$ cat src/rtl/trace_monitor_pkg.sv
// Shared constants and the trace entry record for the trace monitor.
package trace_monitor_pkg;

    localparam logic MODE_CHANGE = 1'b0;
    localparam logic MODE_ALL    = 1'b1;

    localparam int DEF_DATA_W = 5;
    localparam int DEF_TS_W   = 16;

    // Entry layout as stored in the buffer: timestamp in the upper bits.
    typedef struct packed {
        logic [DEF_TS_W-1:0]   ts;
        logic [DEF_DATA_W-1:0] data;
    } entry_t;

endpackage

$ cat src/rtl/trace_fifo.sv
// Circular entry buffer; a push into a full buffer is accepted only alongside a pop.
module trace_fifo #(
    parameter int WIDTH = 21,
    parameter int DEPTH = 8
) (
    input  logic                   clock,
    input  logic                   reset_n,
    input  logic                   push,
    input  logic                   pop,
    input  logic [WIDTH-1:0]       wr_data,
    output logic [WIDTH-1:0]       rd_data,
    output logic                   full,
    output logic                   empty,
    output logic [$clog2(DEPTH):0] count
);
    localparam int AW = $clog2(DEPTH);

    logic [WIDTH-1:0] mem [DEPTH];
    logic [AW-1:0]    wr_ptr_reg;
    logic [AW-1:0]    rd_ptr_reg;
    logic [AW:0]      count_reg;
    logic [AW:0]      count_next;
    logic             push_ok;
    logic             pop_ok;

    assign empty   = (count_reg == '0);
    assign full    = (count_reg == (AW+1)'(DEPTH));
    assign pop_ok  = pop & ~empty;
    assign push_ok = push & (~full | pop_ok);
    assign count   = count_reg;
    // Gate the head so a drained or reset buffer presents zero, not stale data.
    assign rd_data = empty ? '0 : mem[rd_ptr_reg];

    always_comb begin
        count_next = count_reg;
        case ({push_ok, pop_ok})
            2'b10:   count_next = count_reg + (AW+1)'(1);
            2'b01:   count_next = count_reg - (AW+1)'(1);
            default: count_next = count_reg;
        endcase
    end

    always_ff @(posedge clock) begin
        if (push_ok) begin
            mem[wr_ptr_reg] <= wr_data;
        end
    end

    always_ff @(posedge clock or negedge reset_n) begin
        if (!reset_n) begin
            wr_ptr_reg <= '0;
            rd_ptr_reg <= '0;
            count_reg  <= '0;
        end else begin
            if (push_ok) wr_ptr_reg <= wr_ptr_reg + AW'(1);
            if (pop_ok)  rd_ptr_reg <= rd_ptr_reg + AW'(1);
            count_reg <= count_next;
        end
    end

endmodule

$ cat src/rtl/trace_monitor.sv
// Timestamped bus trace: captures changes (or every cycle) into a FIFO with drop counting.
module trace_monitor
    import trace_monitor_pkg::*;
#(
    parameter int DATA_W = 5,
    parameter int TS_W   = 16,
    parameter int DEPTH  = 8,
    parameter int OVF_W  = 8
) (
    input  logic                   clock,
    input  logic                   reset_n,
    input  logic                   mon_en,
    input  logic                   mode,
    input  logic [DATA_W-1:0]      watch,
    output logic                   rd_valid,
    input  logic                   rd_ready,
    output logic [DATA_W-1:0]      rd_data,
    output logic [TS_W-1:0]        rd_ts,
    output logic [$clog2(DEPTH):0] count,
    output logic [OVF_W-1:0]       overflow_cnt
);
    logic [TS_W-1:0]   ts_reg;
    logic [DATA_W-1:0] prev_reg;
    logic              arm_reg;
    logic              mon_en_prev_reg;
    logic [OVF_W-1:0]  ovf_reg;

    logic rise;
    logic capture;
    logic pop;
    logic full;
    logic empty;
    logic drop;
    logic [TS_W+DATA_W-1:0] head;

    // The rising edge arms combinationally so the first enabled cycle captures.
    assign rise    = mon_en & ~mon_en_prev_reg;
    assign capture = mon_en & ((mode == MODE_ALL) | (watch != prev_reg) | arm_reg | rise);
    assign pop     = rd_valid & rd_ready;
    assign drop    = capture & full & ~pop;

    trace_fifo #(
        .WIDTH(TS_W + DATA_W),
        .DEPTH(DEPTH)
    ) u_fifo (
        .clock  (clock),
        .reset_n(reset_n),
        .push   (capture),
        .pop    (pop),
        .wr_data({ts_reg, watch}),
        .rd_data(head),
        .full   (full),
        .empty  (empty),
        .count  (count)
    );

    assign rd_valid     = ~empty;
    assign rd_ts        = head[TS_W+DATA_W-1:DATA_W];
    assign rd_data      = head[DATA_W-1:0];
    assign overflow_cnt = ovf_reg;

    always_ff @(posedge clock or negedge reset_n) begin
        if (!reset_n) begin
            ts_reg          <= '0;
            prev_reg        <= '0;
            arm_reg         <= 1'b0;
            mon_en_prev_reg <= 1'b0;
            ovf_reg         <= '0;
        end else begin
            ts_reg          <= ts_reg + TS_W'(1);
            prev_reg        <= watch;
            mon_en_prev_reg <= mon_en;
            arm_reg         <= (arm_reg | rise) & ~capture;
            if (drop && (ovf_reg != '1)) begin
                ovf_reg <= ovf_reg + OVF_W'(1);
            end
        end
    end

endmodule

$ cat config.mk
export PLATFORM = sky130hd
export DESIGN_NAME = trace_monitor
export DESIGN_NICKNAME = d
export VERILOG_FILES = /design/src/rtl/trace_monitor_pkg.sv /design/src/rtl/trace_fifo.sv /design/src/rtl/trace_monitor.sv
export SDC_FILE = /design/constraint.sdc
export NUM_CORES = 1
export LEC_CHECK = 0
export ABC_AREA = 1
export CAP_MARGIN = 25
export CELL_PAD_IN_SITES_DETAIL_PLACEMENT = 2
export CELL_PAD_IN_SITES_GLOBAL_PLACEMENT = 2
export CORE_MARGIN = 5
export CORE_UTILIZATION = 46
export CTS_BUF_LIST = sky130_fd_sc_hd__clkbuf_8
export DETAILED_ROUTE_END_ITERATION = 16
export PLACE_DENSITY_LB_ADDON = 0.1
export SLEW_MARGIN = 20
export SYNTH_ARGS = -nofsm -noshare
export SYNTH_HDL_FRONTEND = slang
export SYNTH_SLANG_ARGS = --single-unit
$ cat constraint.sdc
create_clock -name clock -period 7.8 [get_ports clock]
set_input_delay 1.56 -clock clock [delete_from_list [all_inputs] [get_ports clock]]
set_output_delay 1.56 -clock clock [all_outputs]
set_load 0.005 [all_outputs]
==> reports/qor.yml, run 1 <==
status:
  status: "complete, no violations"
final_layout:
  drive_above_1_share_pct: 11.80
  fin_util_pct: 54.49
  fin_nets: 777
  largest_reg_flops: 168
  areaGrowthSynthToFinish_pct: 15.76
  n_antenna_cell: 0
  fillers: 1720
  regArea_um2: 6073
  multi_input_area_um2: 2200
timing:
  fin_skew_ns: 0.02608
  fmax_mhz: 189.9
  rsz0062_at_grt: "no"
  timing.slew.headroom_pct: 31.21
  min_period_ns: 5.267
  hold_violations: 0
  worstMarginPinSlew_ns: 1.031
  setup_viol: 0
  fin_setup_tns_ns: 0
  report.final.slew_viol_count: 0
  post-route-period-util_pct: 67.52
clock_tree:
  ctsResizeCount: 0
  numCtsBuffers: 37
  cts_tree: "yes"
  clock_latency_ns: 0.53
  clk_pin_slew_ns: 0.06
  clk_path_buf_depth: 3
  clockRootBuffer: "clkbuf_8"
  cts_setup_buffers: 0
  clkSinkCount: 209
  hold_buffers: 0
  htreeDepth: 2
critical_path:
  crit_start: "u_fifo.rd_ptr_reg[0]"
  start_kind: "register"
  r2r_cells: 11
  crit_type: "register to primary output"
  r2r-start: "prev_reg[1]"
  crit_chain: "buf_4 > inv_2 > buf_4 > nor2_1 > o32ai_1 > nor2_1 > nor2_1 > clkdlybuf4s50_1"
  reg2reg_to: "u_fifo.mem[4][11]"
  cp_slowest_cell: "buf_4"
  critPathCaptureType: "primary output"
  required_ns: 6.24
  critical_path.max_stage_delay_ns: 0.74
  worst-r2r-setup-slack_ns: 4.99
  cp_common_cell: "nor2_1"
  crit_fanout: 86
  endpoint: "rd_data[1]"
  arrival_ns: 3.71
global_routing:
  grt_pass1_wl_mm: 38.49
  grt_use_total_pct: 23.21
  grt_max_degree: 87
  grt_overflow_total: 0
  antenna_found_initial: 0
  first_global_vias: 6685
power:
  vdd_drop_max_v: 0.0002669
  p_leak_nw: 3.755
  powerDensity_nw_per_um2: 370.3
  power_mw: 3.662
place:
  place.gp.congestion: 0.7259
  io_buffers: 43
  dp.final_hpwl_mm: 15.44
synth:
  synth_area_per_cell_um2: 12.24
  ys_top_cells_by_count: "nor2_1, edfxtp_1, nand2_1"
  synth_nets: 715
  synthCells: 698
  yosysTopAreaCell: "edfxtp_1"
  synth_most_common_cell: "nor2_1"
  async_flop_share_pct: 19.62
  synth_seq_area_share_pct: 71.07
  yosys-top-cells-area: "edfxtp_1, dfrtp_1, nor2_1, o32ai_1, nand2_1"
  synth_top_area_share_pct: 59.06
  ys_ff_latch: 209
  synth_edf_count: 168
  yosys_warnings: 0
  netlist_area_um2: 8542
  yosys_most_used_dff: "edfxtp_1"
  yosysUniqueCellTypes: 30
die:
  fp.dieH_um: 146.3
  num_io_pins: 44
  coreArea_um2: 18150
  fp.dieW_um: 146.3
  rows: 49
  die_area_um2: 21390
  start_util_pct: 47.07
routing:
  antenna_left: 0
  vias_per_cell: 5.620
  drtPass1Iterations: 4
  drc_errors: 0
  avgRoutedWirePerCell_um: 24.38
  totalWireLength_mm: 24.79
  via_count: 5716
  first_iter_violations: 303
job:
  max-cap-violations: 0
hold_path:
  hold_path.class: "register to register"
-- cell type report --
type / instances / share of cell area (%)
Clock buffer: 41 / 5.707
Clock inverter: 26 / 1.050
Inverter: 36 / 1.367
Multi-Input combinational cell: 420 / 22.24
Sequential cell: 209 / 61.42
Tap cell: 229 / 2.898
Timing Repair Buffer: 56 / 5.314
-- report_power, final --
part / internal [mW] / total, mW / switching, mW
combinational: 0.497 / 1.32 / 0.828
sequential: 1.35 / 1.42 / 0.0672
clock: 0.481 / 0.920 / 0.439
total: 2.33 / 3.66 / 1.33
-- worst max-delay path, delay by kind of cell (launching register included) --
family	cells	cell delay (ns)
AND/OR/NAND/NOR	3	0.44
flip-flops	1	0.39
buffers and inverters	4	1.88
AO/OA/AOI/OAI	1	0.39
-- cell usage in the layout (no fill, tap or decap), drive strengths merged, types with 4 or more instances in the layout --
master / Yosys / routed
clkinv: 0 / 8
clkdlybuf4s50: 0 / 42
xor2: 21 / 21
buf: 16 / 14
edfxtp: 168 / 168
nor2: 195 / 195
ha: 6 / 6
o32ai: 42 / 42
nand2: 64 / 64
dfrtp: 41 / 41
o21ai: 65 / 65
nand3: 12 / 12
clkbuf: 17 / 41
xnor2: 4 / 4
inv: 36 / 53
-- per-stage QoR --
| stage | hold WS (ns) | cell area [µm²] | setup WS (ns) | std cells |
|---|---|---|---|---|
| after global placement | 0.4731 | 9218 | 3.192 | 950 |
| after floorplan | 0.4586 | 8542 | 4.129 | 698 |
| after global routing | 0.5199 | 9888 | 2.357 | 1017 |
| after detailed placement | 0.4883 | 9218 | 3.046 | 950 |
| final | 0.4969 | 9888 | 2.533 | 1017 |
| after CTS | 0.5028 | 9886 | 2.470 | 1017 |
-- layer usage --
layer  global-route usage (%)  vias to the layer above  wire length [µm]
met5                        0                        -                 0
met4                    5.644                        0               398
met3                    3.936                       33              1197
met2                    42.02                      129             13060
met1                    29.10                     2969             10130
li1                         -                     2585                 -
-- how the worst min path moves through the flow --
stage	endpoint	start	cells after the start
after CTS	arm_reg	arm_reg	2
after global placement	arm_reg	arm_reg	2
after global routing	arm_reg	arm_reg	2
final	arm_reg	arm_reg	2
after floorplan	arm_reg	arm_reg	2
after detailed placement	overflow_cnt[4]	overflow_cnt[4]	1
-- cells by family after synthesis --
group / Yosys count / synth area share (%)
buffers and inverters: 69 / 3.413
adders and majority gates: 7 / 1.113
DFF: 209 / 71.07
and+or+nand+nor: 279 / 13.59
xor gates and xnor gates: 25 / 2.563
AOI/OAI and AO/OA: 109 / 8.247
No activity file was read; power rests on OpenSTA's default activity.
==> inputs of run 2 (changes only) <==
--- a/config.mk
+++ b/config.mk
@@ -10,7 +10,7 @@
 export CELL_PAD_IN_SITES_DETAIL_PLACEMENT = 2
 export CELL_PAD_IN_SITES_GLOBAL_PLACEMENT = 2
 export CORE_MARGIN = 5
-export CORE_UTILIZATION = 46
+export CORE_UTILIZATION = 39
 export CTS_BUF_LIST = sky130_fd_sc_hd__clkbuf_8
 export DETAILED_ROUTE_END_ITERATION = 16
 export PLACE_DENSITY_LB_ADDON = 0.1
==> constraint.sdc (replaced) <==
create_clock -name clock -period 4.65 [get_ports clock]
set_input_delay 0.93 -clock clock [delete_from_list [all_inputs] [get_ports clock]]
set_output_delay 0.93 -clock clock [all_outputs]
set_load 0.005 [all_outputs]
==> run 2 against run 1 <==
Core utilization decreased by 8.2 points. Highest routed layer unchanged. Sequential share of layout area fell by 0.98 points. First-iteration DRC count shrank 5.6%.
==> reports/qor.yml, run 2 (synthesized netlist as in run 1, its figures left out) <==
global_routing:
  first_global_vias: 6437
  grt_pass1_wl_mm: 36.65
  grt_max_degree: 86
  grt_overflow_total: 0
  grt_use_total_pct: 19.19
  antenna_found_initial: 0
clock_tree:
  cts_tree: "yes"
  ctsResizeCount: 0
  htreeDepth: 2
  clockRootBuffer: "clkbuf_8"
  numCtsBuffers: 37
  clk_path_buf_depth: 3
  clk_pin_slew_ns: 0.06
  hold_buffers: 0
  cts_setup_buffers: 0
  clock_latency_ns: 0.52
  clkSinkCount: 209
critical_path:
  arrival_ns: 2.98
  crit_type: "register to primary output"
  crit_start: "u_fifo.rd_ptr_reg[0]"
  critPathCaptureType: "primary output"
  cp_common_cell: "nor2_1"
  worst-r2r-setup-slack_ns: 2.06
  cp_num_cells: 6
  r2r_cells: 16
  worst-path-buf-inv: 2
  r2r-start: "u_fifo.count[0]"
  crit_chain: "buf_4 > nor2_1 > o32ai_1 > o21ai_1 > nor2_1 > clkdlybuf4s50_1"
  critical_path.max_stage_delay_ns: 0.67
  reg2reg_to: "u_fifo.count[3]"
  cp_slowest_cell: "buf_4"
  required_ns: 3.72
  endpoint: "rd_data[2]"
  start_kind: "register"
  path_delay_family: "buffers and inverters"
  crit_fanout: 85
final_layout:
  areaGrowthSynthToFinish_pct: 17.64
  fin_nets: 781
  final_common_cell: "nor2_1"
  largest_reg_flops: 168
  drive_above_1_share_pct: 12.74
  n_antenna_cell: 0
  layout_common_cells: "nor2_1, edfxtp_1, nand2_1, clkbuf_8, inv_1"
timing:
  setup_viol: 0
  report.final.slew_viol_count: 0
  fin_ws_ns: 0.7432
  min_period_ns: 3.907
  fmax_mhz: 256.0
  hold_violations: 0
  fin_skew_ns: 0.02454
  timing.slew.headroom_pct: 42.26
  worstMarginPinSlew_ns: 0.8662
  rsz0062_at_grt: "no"
  post-route-period-util_pct: 84.02
  fin_setup_tns_ns: 0
place:
  place.gp.congestion: 0.7576
  io_buffers: 43
  dp_slack_ns: 0.8085
  dp.final_hpwl_mm: 14.53
power:
  seqPwrFrac_pct: 38.8
  switchingPower_mw: 2.151
  pwr-share-clk_pct: 26.1
  p_comb_share_pct: 35.2
  p_leak_nw: 3.802
  intPower_mw: 4.003
  powerDensity_nw_per_um2: 612.5
  vdd_drop_max_v: 0.0002368
  switching_share_pct: 34.95
status:
  status: "complete, no violations"
die:
  start_util_pct: 39.39
  num_io_pins: 44
  die_area_um2: 24960
  rows: 54
  fp.dieH_um: 158.0
  fp.dieW_um: 158.0
  coreArea_um2: 21690
routing:
  via_count: 5631
  first_iter_violations: 286
  drtPass1Iterations: 4
  antenna_left: 0
  avgRoutedWirePerCell_um: 21.57
  vias_per_cell: 5.248
  totalWireLength_mm: 23.14
  drc_errors: 0
job:
  max-cap-violations: 0
hold_path:
  hold_path.class: "input pin to asynchronous set/reset pin"
-- run 2: cell types whose count changed in the layout (fill, tap and decap cells not counted), sizes merged --
cell    before  now
clkbuf      41   45
clkinv       8    6
inv         53   52
buf         14   18
-- run 2: layout make-up --
| type | count | area (µm²) |
|---|---|---|
| Clock buffer | 45 | 619.3 |
| Clock inverter | 23 | 92.59 |
| Fill cell | 2173 | 11640 |
| Inverter | 36 | 135.1 |
| Multi-Input combinational cell | 420 | 2200 |
| Sequential cell | 209 | 6073 |
| Tap cell | 280 | 350.3 |
| Timing Repair Buffer | 60 | 578.1 |
-- run 2: worst register-to-register path: cells and delay by family (launching register included) --
kind                     cells  cell delay (ns)
buffers and inverters        5             0.50
flip-flops                   1             0.44
AND/OR/NAND/NOR              9             1.01
AO/OA/AOI/OAI                1             0.22
adder cells (fa/ha/maj)      1             0.32
-- run 2: power by group through the flow --
stage | combinational, mW | clock, mW | sequential, mW
floorplan | 1.21 | 0 | 2.38
global placement | 2.02 | 0 | 2.45
detailed placement | 2.14 | 0 | 2.48
CTS | 2.15 | 1.66 | 2.44
global route | 2.40 | 1.76 | 2.41
finish | 2.16 | 1.61 | 2.39
-- run 2: routing by layer --
metal	share of wire [%]	GRT usage, %	up-vias
met3	3.8	3.417	28
met5	0	0	-
met2	53	34.66	104
met1	42	24.04	2918
li1	-	-	2581
met4	1.3	4.590	0
-- run 2: through the flow --
stage	power, mW	cell area (µm²)	instances	hold slack (ns)	util, %
after global routing	6.564	10050	1073	0.5298	46.33
after CTS	6.249	10030	1072	0.5010	46.24
after floorplan	3.584	8542	698	0.4586	-
after global placement	4.478	9316	1004	0.4780	42.96
after detailed placement	4.616	9316	1004	0.4891	42.96
final	6.154	10050	1073	0.5087	46.33
-- run 2: worst min path at each step --
| stage | start | to | slack [ns] | cells past startpoint |
|---|---|---|---|---|
| 6_report | reset_n | ts_reg[1] | 0.51 | 2 |
| 5_1_grt | reset_n | ts_reg[1] | 0.53 | 2 |
| 4_1_cts | reset_n | ts_reg[1] | 0.50 | 2 |
| 3_5_place_dp | arm_reg | arm_reg | 0.49 | 2 |
| 3_3_place_gp | arm_reg | arm_reg | 0.48 | 2 |
| 2_1_floorplan | arm_reg | arm_reg | 0.46 | 2 |
==> inputs of run 3 (changes only) <==
--- a/config.mk
+++ b/config.mk
@@ -10,7 +10,7 @@
 export CELL_PAD_IN_SITES_DETAIL_PLACEMENT = 2
 export CELL_PAD_IN_SITES_GLOBAL_PLACEMENT = 2
 export CORE_MARGIN = 5
-export CORE_UTILIZATION = 39
+export CORE_UTILIZATION = 43
 export CTS_BUF_LIST = sky130_fd_sc_hd__clkbuf_8
 export DETAILED_ROUTE_END_ITERATION = 16
 export PLACE_DENSITY_LB_ADDON = 0.1
==> constraint.sdc (replaced) <==
create_clock -name clock -period 4.05 [get_ports clock]
set_input_delay 0.81 -clock clock [delete_from_list [all_inputs] [get_ports clock]]
set_output_delay 0.81 -clock clock [all_outputs]
set_load 0.005 [all_outputs]
==> run 3 against run 2 <==
Die area shrank 8.7%. Largest cell class unchanged. Highest routed layer unchanged. Clock-buffer cell count fell by 3. First-iteration DRC count grew 18%. Critical path type unchanged. Combinational power grew 17%. Hold slack worse by 0.23 ns.
==> reports/qor.yml, run 3 (synthesized netlist as in run 1, its figures left out) <==
timing:
  timing.slew.headroom_pct: 53.89
  report.final.slew_viol_count: 0
  fin_ws_ns: 0.3646
  fmax_mhz: 271.3
  fin_setup_tns_ns: 0
  hold_violations: 0
  hold_ws_ns: 0.2758
  setup_viol: 0
  min_period_ns: 3.685
  fin_skew_ns: 0.02033
  worstMarginPinSlew_ns: 0.6898
  post-route-period-util_pct: 91.00
  rsz0062_at_grt: "no"
die:
  rows: 51
  fp.dieH_um: 150.9
  start_util_pct: 43.75
  coreArea_um2: 19530
  num_io_pins: 44
  fp.dieW_um: 150.9
  die_area_um2: 22780
power:
  p_leak_nw: 3.800
  powerDensity_nw_per_um2: 707.1
  vdd_drop_max_v: 0.0003308
  power_mw: 7.131
global_routing:
  antenna_found_initial: 0
  grt_pass1_wl_mm: 39.39
  grt_overflow_total: 0
  first_global_vias: 6739
  grt_max_degree: 86
  grt_use_total_pct: 23.09
clock_tree:
  htreeDepth: 2
  clockRootBuffer: "clkbuf_8"
  hold_buffers: 0
  clk_path_buf_depth: 3
  clock_latency_ns: 0.52
  clk_pin_slew_ns: 0.07
  numCtsBuffers: 37
  cts_tree: "yes"
  clkSinkCount: 209
final_layout:
  drive_above_1_share_pct: 12.96
  final_cells: 1060
  final_common_cell: "nor2_1"
  largest_reg_flops: 168
  n_antenna_cell: 0
  fin_nets: 784
  fillers: 1911
  regArea_um2: 6076
  areaGrowthSynthToFinish_pct: 18.06
  design_area_um2: 10080
  multi_input_area_um2: 2200
  fin_util_pct: 51.65
  layout_common_cells: "nor2_1, edfxtp_1, nand2_1"
routing:
  vias_per_cell: 5.438
  avgRoutedWirePerCell_um: 23.63
  antenna_left: 0
  via_count: 5764
  first_iter_violations: 338
  drtPass1Iterations: 4
  totalWireLength_mm: 25.05
  drc_errors: 0
critical_path:
  arrival_ns: 2.88
  required_ns: 3.24
  crit_type: "register to primary output"
  crit_start: "u_fifo.rd_ptr_reg[1]"
  start_kind: "register"
  crit_fanout: 48
  critPathCaptureType: "primary output"
  r2r-start: "u_fifo.count[0]"
place:
  dp.final_hpwl_mm: 16.18
  dp_cells: 992
  io_buffers: 43
  dpl_cell_area_um2: 9370
  place.gp.congestion: 0.7661
  dp_slack_ns: 0.5217
job:
  max-cap-violations: 0
status:
  status: "complete, no violations"
hold_path:
  hold_path.class: "input pin to asynchronous set/reset pin"
[run 3: what timing repair did]
action,in CTS,in global routing
buffers inserted,0,0
setup endpoints to repair,0,2
gates resized for setup,0,1
[run 3: worst paths after layout]
| kind | end | slack [ns] | depth (start not counted) |
|---|---|---|---|
| max | rd_ts[10] | 0.36 | 6 |
| min in group clock | arm_reg | 0.51 | 2 |
| max reg2reg | u_fifo.count[3] | 1.01 | 15 |
| min | u_fifo.count[1] | 0.28 | 1 |
| max in group asynchronous | u_fifo.rd_ptr_reg[1] | 3.26 | 2 |
| min reg2reg | arm_reg | 0.51 | 2 |
[run 3: power breakdown]
group / internal, mW / total (mW) / leakage [nW] / switching [mW]
Combinational: 1.01 / 2.53 / 1.34 / 1.52
Sequential: 2.60 / 2.80 / 2.07 / 0.196
Clock: 0.950 / 1.80 / 0.391 / 0.852
[run 3: critical path, cell delays in order (launching register included)]
cell	delay, ns
dfrtp_4	0.77
buf_4	0.37
o21ai_0	0.16
o32ai_1	0.18
o21ai_1	0.13
nor2_1	0.18
clkdlybuf4s50_1	0.54
[run 3: layer usage]
metal | GRT usage, % | vias up | wire, µm
met3 | 3.740 | 47 | 1108
met4 | 6.709 | 0 | 511
li1 | - | 2599 | -
met1 | 28.84 | 2974 | 10310
met5 | 0 | - | 0
met2 | 41.42 | 144 | 13120
[run 3: cell type report]
class / count / share of cell area [%]
Sequential cell: 209 / 60.25
Multi-Input combinational cell: 420 / 21.81
Timing Repair Buffer: 63 / 6.526
Clock buffer: 42 / 5.732
Tap cell: 265 / 3.288
Inverter: 36 / 1.340
Clock inverter: 25 / 1.055
